File: config.mk
export PLATFORM = sky130hd
export DESIGN_NAME = seg7_scan_flat
export DESIGN_NICKNAME = d
export VERILOG_FILES = /design/src/rtl/seg7_scan_if.sv /design/src/rtl/seg7_scan.sv /design/src/flat_wrapper.sv
export SDC_FILE = /design/constraint.sdc
export NUM_CORES = 1
export LEC_CHECK = 0
export ABC_AREA = 1
export CORE_ASPECT_RATIO = 0.5
export CORE_MARGIN = 2
export CORE_UTILIZATION = 58
export DETAILED_ROUTE_END_ITERATION = 12
export PLACE_DENSITY_LB_ADDON = 0.05
export SLEW_MARGIN = 20
export SYNTH_ARGS = -nofsm -noshare
export SYNTH_HDL_FRONTEND = slang
export SYNTH_SLANG_ARGS = --single-unit
export TNS_END_PERCENT = 1
File: constraint.sdc
create_clock -name clk -period 3.25 [get_ports clk]
set_clock_uncertainty 0.1 [all_clocks]
set_input_delay 0.65 -clock clk [delete_from_list [all_inputs] [get_ports clk]]
set_output_delay 0.65 -clock clk [all_outputs]
set_load 0.01 [all_outputs]
File: src/rtl/seg7_scan_if.sv
// Display-side signal bundle for the two-digit seven-segment scanner.
// master drives the value/controls; slave (the scanner) drives the LED pins.
interface seg7_scan_if;
    logic [7:0] in;
    logic       en;
    logic       blank_lz;
    logic [6:0] seg;
    logic [1:0] an;
    logic       dp;

    modport master (
        output in, en, blank_lz,
        input  seg, an, dp
    );

    modport slave (
        input  in, en, blank_lz,
        output seg, an, dp
    );
endinterface

File: src/rtl/seg7_scan.sv
// Two-digit multiplexed seven-segment scanner with blanking gaps, a per-frame
// shadow of the input value and a change indicator on the decimal point.
module seg7_scan #(
    parameter int REFRESH_DIV = 50000,
    parameter int DEAD_CYC    = 4
) (
    input  logic        clk,
    input  logic        rst,
    seg7_scan_if.slave  bus
);
    localparam int RD   = (REFRESH_DIV < 2) ? 2 : REFRESH_DIV;
    localparam int DC   = (DEAD_CYC < 1) ? 1 : DEAD_CYC;
    localparam int MAXD = (RD > DC) ? RD : DC;
    localparam int CW   = $clog2(MAXD);

    localparam logic [CW-1:0] SHOW_LAST = CW'(RD - 1);
    localparam logic [CW-1:0] GAP_LAST  = CW'(DC - 1);

    typedef enum logic [1:0] {SHOW0, GAP0, SHOW1, GAP1} state_t;

    state_t        state, state_d;
    logic [CW-1:0] cnt, cnt_d;
    logic [7:0]    shadow, shadow_d;
    logic          changed, changed_d;
    logic          restart;
    logic [6:0]    seg_q, seg_d;
    logic [1:0]    an_q, an_d;
    logic          dp_q, dp_d;
    logic          last;

    function automatic logic [6:0] hex7(input logic [3:0] n);
        case (n)
            4'h0: hex7 = 7'b1000000;
            4'h1: hex7 = 7'b1111001;
            4'h2: hex7 = 7'b0100100;
            4'h3: hex7 = 7'b0110000;
            4'h4: hex7 = 7'b0011001;
            4'h5: hex7 = 7'b0010010;
            4'h6: hex7 = 7'b0000010;
            4'h7: hex7 = 7'b1111000;
            4'h8: hex7 = 7'b0000000;
            4'h9: hex7 = 7'b0010000;
            4'hA: hex7 = 7'b0001000;
            4'hB: hex7 = 7'b0000011;
            4'hC: hex7 = 7'b1000110;
            4'hD: hex7 = 7'b0100001;
            4'hE: hex7 = 7'b0000110;
            default: hex7 = 7'b0001110;
        endcase
    endfunction

    always_comb begin
        state_d   = state;
        cnt_d     = cnt + 1'b1;
        shadow_d  = shadow;
        changed_d = changed;
        seg_d     = seg_q;
        an_d      = an_q;
        dp_d      = dp_q;
        last      = (state == SHOW0 || state == SHOW1) ? (cnt == SHOW_LAST)
                                                       : (cnt == GAP_LAST);

        // The first edge after reset behaves like a GAP1->SHOW0 frame start.
        if (restart || (state == GAP1 && last)) begin
            state_d   = SHOW0;
            cnt_d     = '0;
            shadow_d  = bus.in;
            changed_d = (bus.in != shadow);
            seg_d     = hex7(bus.in[3:0]);
            an_d      = bus.en ? 2'b10 : 2'b11;
            dp_d      = !(bus.in != shadow);
        end else if (last) begin
            cnt_d = '0;
            case (state)
                SHOW0: begin
                    state_d = GAP0;
                    seg_d   = '1;
                    an_d    = '1;
                    dp_d    = 1'b1;
                end
                GAP0: begin
                    state_d = SHOW1;
                    seg_d   = hex7(shadow[7:4]);
                    an_d    = (bus.en && !(bus.blank_lz && shadow[7:4] == 4'h0))
                              ? 2'b01 : 2'b11;
                    dp_d    = 1'b1;
                end
                SHOW1: begin
                    state_d = GAP1;
                    seg_d   = '1;
                    an_d    = '1;
                    dp_d    = 1'b1;
                end
                default: ;
            endcase
        end
    end

    always_ff @(posedge clk) begin
        if (!rst) begin
            state   <= SHOW0;
            cnt     <= '0;
            shadow  <= '0;
            changed <= 1'b0;
            restart <= 1'b1;
            seg_q   <= '1;
            an_q    <= '1;
            dp_q    <= 1'b1;
        end else begin
            state   <= state_d;
            cnt     <= cnt_d;
            shadow  <= shadow_d;
            changed <= changed_d;
            restart <= 1'b0;
            seg_q   <= seg_d;
            an_q    <= an_d;
            dp_q    <= dp_d;
        end
    end

    assign bus.seg = seg_q;
    assign bus.an  = an_q;
    assign bus.dp  = dp_q;
endmodule

File: src/flat_wrapper.sv
// flat-port wrapper written by rule: the top's interface ports become plain ports
module seg7_scan_flat 
#(
    parameter int REFRESH_DIV = 50000,
    parameter int DEAD_CYC    = 4
)
  (clk, rst, bus_in, bus_en, bus_blank_lz, bus_seg, bus_an, bus_dp);
  seg7_scan_if bus_i ();
  input  logic clk;
  input  logic rst;
  input wire logic [$bits(bus_i.in)-1:0] bus_in;
  input wire logic [$bits(bus_i.en)-1:0] bus_en;
  input wire logic [$bits(bus_i.blank_lz)-1:0] bus_blank_lz;
  output wire logic [$bits(bus_i.seg)-1:0] bus_seg;
  output wire logic [$bits(bus_i.an)-1:0] bus_an;
  output wire logic [$bits(bus_i.dp)-1:0] bus_dp;
  assign bus_i.in = bus_in;
  assign bus_i.en = bus_en;
  assign bus_i.blank_lz = bus_blank_lz;
  assign bus_seg = bus_i.seg;
  assign bus_an = bus_i.an;
  assign bus_dp = bus_i.dp;
  seg7_scan #(.REFRESH_DIV(REFRESH_DIV), .DEAD_CYC(DEAD_CYC)) u_core (.clk(clk), .rst(rst), .bus(bus_i));
endmodule
==> After elaboration in Yosys (flattened, before gate mapping) <==
Memories as Yosys holds them, arrays and structs flattened. A register that Yosys moved wholly into a read port is not among the register bits.
Cells that the tools add are included.
{ "classes": {"n_addsub": 1, "n_eq_ne": 6, "n_mux": 16, "bitwise": 1, "reduce_logical": 20} }
{ "op_table": {"columns": ["cell", "count"], "rows": [
  ["$add A16 B1 Y16 const B", 1],
  ["$eq A16 B16 Y1 const B", 1],
  ["$eq A16 B2 Y1 const B", 1],
  ["$mux W7", 2],
  ["$pmux W7 S2", 1],
  ["$mux W4", 2],
  ["$ne A8 B8 Y1", 1],
  ["$mux W1", 6],
  ["$mux W2", 3],
  ["$pmux W2 S3", 1],
  ["$reduce_and A2 Y1", 3],
  ["$reduce_bool A3 Y1", 2],
  ["$reduce_or A3 Y1", 2],
  ["$eq A2 B2 Y1 const B", 2],
  ["$logic_not A4 Y1", 1],
  ["$pmux W2 S2", 1],
  ["$reduce_bool A2 Y1", 2],
  ["$reduce_or A2 Y1", 2],
  ["$logic_and A1 B1 Y1", 3],
  ["$eq A2 B1 Y1 const B", 1],
  ["$logic_not A1 Y1", 2],
  ["$logic_not A2 Y1", 1],
  ["$logic_or A1 B1 Y1", 2],
  ["$not A1 Y1", 1]
]} }
{ "totals": {"regBits": 37, "rom_bits": 224, "word_cells": 53, "n_memories": 2} }
{ "mem_list": {"columns": ["name", "depth", "word_bits", "read_ports", "rd_clocked_by_memory_dff", "write_ports", "line", "rtl"], "rows": [
  ["(name not given)", 16, 7, 1, 0, 0, "seg7_scan.sv:32", "case (n)"],
  ["(name not given)", 16, 7, 1, 1, 0, "seg7_scan.sv:32", null]
]} }

==> Logic depth before layout (Yosys ltp) <==
Gate-level depths: netlist (run 1).
{ "logic_depth": {"word_depth": 8, "depth_mapped": 17} }

==> Least setup slack after synthesis (run 1) <==
OpenSTA, ideal clock, no wires.
{ "synth_timing": {"path_kind": "reg-to-reg", "start": "reg u_core.state[0]", "end": "reg with a tool-made name", "arrival_ps": 2300, "t_required_ps": 3038, "setup_slack_ps": 738, "path_stages_with_launch": 17, "path_buffers": 1, "path_cell_list": "dfxtp_1 -> buf_4 -> inv_2 -> ha_1 -> nor2_1 -> nand2_1 -> nand2_1 -> nand4_4 -> nand2_8 -> nand3_1 -> nand3_1 -> inv_1 -> ha_1 -> inv_1 -> nand4_1 -> nand3_1 -> nand2_1"} }
{ "synth_lines": {"columns": ["item", "line", "rtl"], "rows": [
  ["start, declared", "seg7_scan.sv:21", "state_t state, state_d;"],
  ["start signal, assigned", "seg7_scan.sv:110", "state <= state_d;"]
]} }

==> reports/results.tsv, run 1 <==
metric	value	unit
core region area	4446	sq um
worst skew pair latency	300	ps
number of global-route vias before repair	2246	
type of destination of the critical path	flop	
power per unit of standard cell area	390.0	nW/um^2
final setup vio count	0	
Worst EP required	3350	ps
clock root cell	sky130_fd_sc_hd__clkbuf_8	
post-synthesis compound-gate area fraction	12.85	%
number of levels the H-tree was split into	2	
simple-gate share of the synthesized area	34.07	%
Netlist Area Pre-Place	2706	sq um
final hold vios	0	
number of port buffers	21	
number of DRC markers after the initial detailed-route iteration	97	
Reg clk slew, reported paths	80	ps
post-route ant nets	0	
Post-Synthesis Mean Instance Area	7.275	sq um
number of design rule violations left after detail routing	0	
Overflow after GRT	0	
height of the chip	52.30	microns
Num CTS Buffers	5	
power share of the sequential group	48.1	%
first element of the critical path	u_core.state[0]	
Core Rows	17	
wire per inst	12.91	microns
result of the run	finished clean	
antenna violations before repair	0	
element type at the critical path start	flop	
total negative slack for setup checks	0	ps
placed wire-length estimate after detailed placement	4.404	mm
switching power total	314.0	uW
number of enable flip-flop cells after synthesis	0	
Avg Vias per Cell	5.425	
TritonCTS clock tree	yes	
non-filler cells, final	452	
Fill cells	384	
share of synthesized area occupied by flip-flops and latches	32.55	%
starting density of the core	60.88	%
multiplexer share of the synthesized area	0	%
clock network fraction of design power	36.9	%
final net count	423	
fraction of the mapped netlist area in adder cells	7.859	%
Final Cycle Share	84.78	%
part of the total power dissipated in combinational logic	15.0	%
final wirelength	5.834	mm
number of cell instances on the worst register-to-register path	15	
Sw Ratio	26.06	%
critical path data arrival time	2850	ps
Critical Path Fanout Max	13	
routability-driven placement congestion ratio	0.8731	
most frequently used flop master after synthesis	sky130_fd_sc_hd__dfxtp_1	
number of vias after detailed routing	2452	
pin count of the biggest net entering global routing	17	
Area Growth Syn to Fin	14.15	%
Cell Count Post-Placement	444	
class of the tightest hold or removal check	flop to flop	
leakage power figure	0.001375	uW
CTS sink cnt	44	
Fmax	362.9	MHz
full die area	5262	sq um
async set-or-reset flop fraction in the synthesized netlist	0	%
number of top-level pins	22	
Internal	890.9	uW
CP Class	flop to flop	
transition time at the pin with the least slew margin	604.4	ps
number of setup buffers added after CTS	0	
XOR/XNOR Fraction of Synth Area	3.560	%
largest family of logic cells by synthesized area	simple AND/OR/NAND/NOR gates	
largest voltage drop on the vdd net	0.0002400	V
number of max-slew violations in the final report	0	
total area of multi-input combinational cells	1579	sq um
number of antenna diodes	0	
worst-case headroom to the max-slew limit	59.71	%
Tot GR Track Use	24.40	%
global-route wire length before repair	9.949	mm
startpoint of the lowest-slack register-to-register path	u_core.state[0]	
proportion of layout cells with a drive suffix above 1	10.38	%
count of TritonRoute iterations in the first routing pass	4	
Max Cap Violations	0	
commonest non-fill, non-tap cells in the layout	73 x sky130_fd_sc_hd__nand2_1, 47 x sky130_fd_sc_hd__inv_1, 43 x sky130_fd_sc_hd__dfxtp_1	
register bit total from synthesis	44	
count of distinct cell types in the synthesized netlist	39	
most frequent standard cell in the layout excluding fill and tap cells	sky130_fd_sc_hd__nand2_1	
Clock Path Buffers	2	
unrepaired setup endpoints after global routing	false	
final critical-path required period	2755	ps
Synth warnings	0	
cell count after synthesis	372	
width of the die	100.6	microns
area of all sequential standard cells	882.1	sq um
nets in the synthesized netlist	401	
register-to-register setup slack	490	ps
cell usage after synthesis, types with 4 or more instances:
| cell type | n | area (sq um) |
|---|---|---|
| sky130_fd_sc_hd__ha_1 | 17 | 212.7 |
| sky130_fd_sc_hd__a21oi_1 | 22 | 110.1 |
| sky130_fd_sc_hd__o22ai_1 | 7 | 43.79 |
| sky130_fd_sc_hd__nor2_1 | 26 | 97.59 |
| sky130_fd_sc_hd__nand3_1 | 37 | 185.2 |
| sky130_fd_sc_hd__inv_1 | 47 | 176.4 |
| sky130_fd_sc_hd__nand4_1 | 10 | 62.56 |
| sky130_fd_sc_hd__buf_2 | 5 | 25.02 |
| sky130_fd_sc_hd__xnor2_1 | 4 | 35.03 |
| sky130_fd_sc_hd__o21ai_0 | 18 | 90.09 |
| sky130_fd_sc_hd__dfxtp_1 | 44 | 880.8 |
| sky130_fd_sc_hd__o21ai_1 | 6 | 30.03 |
| sky130_fd_sc_hd__nand2_1 | 73 | 274.0 |
| sky130_fd_sc_hd__nor2_2 | 7 | 43.79 |
| sky130_fd_sc_hd__xor2_1 | 7 | 61.31 |
| sky130_fd_sc_hd__inv_2 | 4 | 15.01 |
cell families (layout without fill, tap and decap cells):
logic type | Yosys count | in the layout
AND/OR/NAND/NOR | 176 | 176
buffers and inverters | 63 | 86
AO/OA/AOI/OAI | 61 | 61
flip-flops | 44 | 44
adder cells (fa/ha/maj) | 17 | 17
XOR/XNOR | 11 | 11
per-layer routing:
metal	wire length, microns	part of all wire, %	GRT usage, %	vias up
met5	0	0	0	-
met4	90	1.5	7.763	0
met3	236	4.0	4.800	11
met2	2803	48	42.56	45
met1	2704	46	30.84	1136
li1	-	-	-	1260
power by group through the flow:
stage	clock [uW]	combinational [uW]	sequential, uW
5_1_grt	471	204	582
6_report	444	181	580
4_1_cts	450	181	580
3_3_place_gp	0	175	592
3_5_place_dp	0	180	593
2_1_floorplan	0	119	592
timing repair:
item / 4_1_cts / 5_1_grt
setup endpoints to repair: 0 / 1
hold buffers: 0 / 0
resized for setup: 0 / 1
critical path, stage by stage (launching register included):
cell and delay (ps):
sky130_fd_sc_hd__dfxtp_2 460, sky130_fd_sc_hd__inv_2 90, sky130_fd_sc_hd__ha_1 220, sky130_fd_sc_hd__nor2_1 210
sky130_fd_sc_hd__nand2_1 120, sky130_fd_sc_hd__nand3_1 100, sky130_fd_sc_hd__nor2_1 50, sky130_fd_sc_hd__nand3_1 170
sky130_fd_sc_hd__nand3_1 140, sky130_fd_sc_hd__nand3_1 240, sky130_fd_sc_hd__inv_1 120, sky130_fd_sc_hd__ha_1 310
sky130_fd_sc_hd__inv_1 70, sky130_fd_sc_hd__nand4_1 90, sky130_fd_sc_hd__nand3_1 110, sky130_fd_sc_hd__nand2_1 60
stage by stage:
| step | power [uW] | util (%) | setup WS [ps] | cell area [sq um] | hold WS [ps] |
|---|---|---|---|---|---|
| floorplan | 710.5 | - | 738.0 | 2706 | 330.3 |
| global placement | 767.3 | 66.73 | 552.3 | 2967 | 343.9 |
| detailed placement | 772.1 | 66.73 | 382.8 | 2967 | 365.2 |
| CTS | 1211 | 69.46 | 356.5 | 3088 | 381.2 |
| global route | 1256 | 69.49 | 137.9 | 3089 | 412.3 |
| finish | 1205 | 69.49 | 494.6 | 3089 | 379.5 |
how the worst min path moves through the flow:
stage,endpoint,slack [ps],start,cells after the start
4_1_cts,u_core.shadow[1],380,u_core.shadow[1],2
2_1_floorplan,u_core.cnt[0],330,u_core.cnt[0],1
3_5_place_dp,u_core.cnt[0],370,u_core.cnt[0],1
5_1_grt,u_core.cnt[0],410,u_core.cnt[0],1
3_3_place_gp,u_core.cnt[0],340,u_core.cnt[0],1
6_report,u_core.bus.seg[2],380,u_core.bus.seg[2],2
area by class of cell:
class,instances,area share [%]
Timing Repair Buffer,24,7.533
Inverter,54,6.561
Sequential cell,44,28.55
Multi-Input combinational cell,265,51.11
Tap cell,57,2.309
Clock buffer,6,2.673
Clock inverter,2,1.256
Power figures use the tool's default switching activity.
==> run 2: changes to the inputs <==
- CORE_UTILIZATION: 58 -> 52
- clock period: 3.25 -> 2.4 ns (I/O delays scaled with it)
==> run 2 against run 1 <==
Net effect: register-to-register slack worse by 350 ps; maximum frequency up 22%; sequential power up 35%; sequential cell count is the same; sequential share of layout area down 1.5 points; combinational power increased by 52%; clock-buffer cell count is 1 lower.
==> reports/results.tsv, run 2 (synthesized netlist as in run 1, its figures left out) <==
metric	value	unit
total area of multi-input combinational cells	1647	sq um
Cell Count Post-Placement	469	
Tot GR Track Use	21.23	%
worst-case headroom to the max-slew limit	72.11	%
final critical-path required period	2255	ps
number of design rule violations left after detail routing	0	
placed wire-length estimate after detailed placement	4.560	mm
CTS sink cnt	44	
Reg clk slew, reported paths	80	ps
number of max-slew violations in the final report	0	
CP Class	flop to flop	
power per unit of standard cell area	495.7	nW/um^2
part of the total power dissipated in combinational logic	16.9	%
Core Rows	18	
number of vias after detailed routing	2461	
Sw Ratio	26.53	%
critical path data arrival time	2350	ps
total placed instance area	3082	sq um
Overflow after GRT	0	
power share of the sequential group	48.4	%
slowest cell on the critical path	sky130_fd_sc_hd__dfxtp_2	
Fmax	443.5	MHz
post-route ant nets	0	
final net count	437	
Final Cycle Share	93.96	%
post-layout instance area	3269	sq um
proportion of layout cells with a drive suffix above 1	16.63	%
wire per inst	12.47	microns
largest voltage drop on the vdd net	0.0002605	V
area of all sequential standard cells	883.3	sq um
Fill cells	440	
delay contributed by the slowest stage of the critical path	340	ps
number of global-route vias before repair	2264	
Internal	1191	uW
utilization of the core after routing	65.69	%
number of DRC markers after the initial detailed-route iteration	134	
sequence of cells on the critical path	inv_2 -> ha_1 -> nor2_2 -> nand2_1 -> nand2_2 -> nand4_4 -> nand2_8 -> nand3_4 -> nand3_4 -> inv_2 -> ha_1 -> inv_1 -> nand4_1 -> nand3_1 -> nand2_1	
worst skew pair latency	300	ps
switching power total	430.0	uW
total negative slack for setup checks	0	ps
most frequent standard cell in the layout excluding fill and tap cells	sky130_fd_sc_hd__nand2_1	
Worst EP required	2490	ps
number of port buffers	21	
type of destination of the critical path	flop	
starting density of the core	54.37	%
number of antenna diodes	0	
TritonCTS clock tree	yes	
clock root cell	sky130_fd_sc_hd__clkbuf_8	
leakage power figure	0.001442	uW
class of the tightest hold or removal check	flop to flop	
routability-driven placement congestion ratio	0.9056	
width of the die	106.0	microns
count of TritonRoute iterations in the first routing pass	4	
number of levels the H-tree was split into	2	
height of the chip	55.01	microns
count of hold buffers inserted by post-cts repair	0	
full die area	5832	sq um
number of top-level pins	22	
clock network fraction of design power	34.6	%
final hold vios	0	
final wirelength	5.971	mm
Num CTS Buffers	5	
Critical Path Fanout Max	6	
global-route wire length before repair	9.784	mm
transition time at the pin with the least slew margin	415.8	ps
antenna violations before repair	0	
result of the run	finished clean	
pin count of the biggest net entering global routing	16	
core region area	4977	sq um
final setup vio count	0	
element type at the critical path start	flop	
commonest non-fill, non-tap cells in the layout	72 x sky130_fd_sc_hd__nand2_1, 46 x sky130_fd_sc_hd__inv_1, 42 x sky130_fd_sc_hd__dfxtp_1	
Clock Path Buffers	2	
worst slack on hold paths	369.7	ps
Avg Vias per Cell	5.138	
unrepaired setup endpoints after global routing	true	
Area Growth Syn to Fin	20.80	%
non-filler cells, final	479	
Max Cap Violations	0	
-- run 2: changes by cell type in the layout (fill, tap and decap cells not counted), moves of 2 or more --
cell                      previous run  this run
sky130_fd_sc_hd__buf_4               3        17
sky130_fd_sc_hd__nand3_1            37        30
sky130_fd_sc_hd__nand3_2             2         6
sky130_fd_sc_hd__nand3_4             3         6
sky130_fd_sc_hd__ha_1               17        15
sky130_fd_sc_hd__ha_2                0         2
-- run 2: critical path: cells and delay by family (launching register included) --
kind	cells	cell delay [ps]
fa+ha+maj	2	500
buf+inv	3	190
flops	1	340
simple gates	10	1010
-- run 2: power by group through the flow --
stage	Sequential (uW)	Clock [uW]	Combinational, uW
3_5_place_dp	802	0	257
3_3_place_gp	801	0	251
4_1_cts	785	582	259
2_1_floorplan	801	0	161
6_report	785	561	275
5_1_grt	789	604	303
-- run 2: timing repair --
item	in CTS	in global routing
setup buffers	0	2
pin swaps	0	8
gates resized for setup	1	13
setup endpoints to repair	3	7
-- run 2: metal layers --
layer | track usage (%) | wire length (microns) | up-vias
met2 | 41.40 | 3008 | 50
met3 | 4.567 | 199 | 4
li1 | - | - | 1288
met5 | 0 | 0 | -
met4 | 5.044 | 13 | 0
met1 | 24.95 | 2750 | 1119
-- run 2: area by class of cell --
class	instances	share of cell area, %
Clock buffer	5	2.105
Sequential cell	44	27.02
Inverter	54	6.200
Clock inverter	3	1.301
Multi-Input combinational cell	265	50.36
Tap cell	70	2.679
Timing Repair Buffer	38	10.33
-- run 2: path summary, 6_finish.rpt --
| kind | startpoint | to | slack [ps] | cells after the start |
|---|---|---|---|---|
| worst max-delay path | u_core.state[0] | flop | 140 | 15 |
| worst min-delay path | u_core.shadow[3] | u_core.shadow[3] | 370 | 2 |
| worst max register to register | u_core.state[0] | flop | 140 | 15 |
| worst min register to register | u_core.shadow[3] | u_core.shadow[3] | 370 | 2 |
-- run 2: through the flow --
stage / setup slack (ps) / total power, uW
3_3_place_gp: 115.6 / 1052
2_1_floorplan: 27.68 / 962.4
3_5_place_dp: -34.67 / 1060
6_report: 145.0 / 1621
4_1_cts: 4.747 / 1627
5_1_grt: -54.11 / 1697
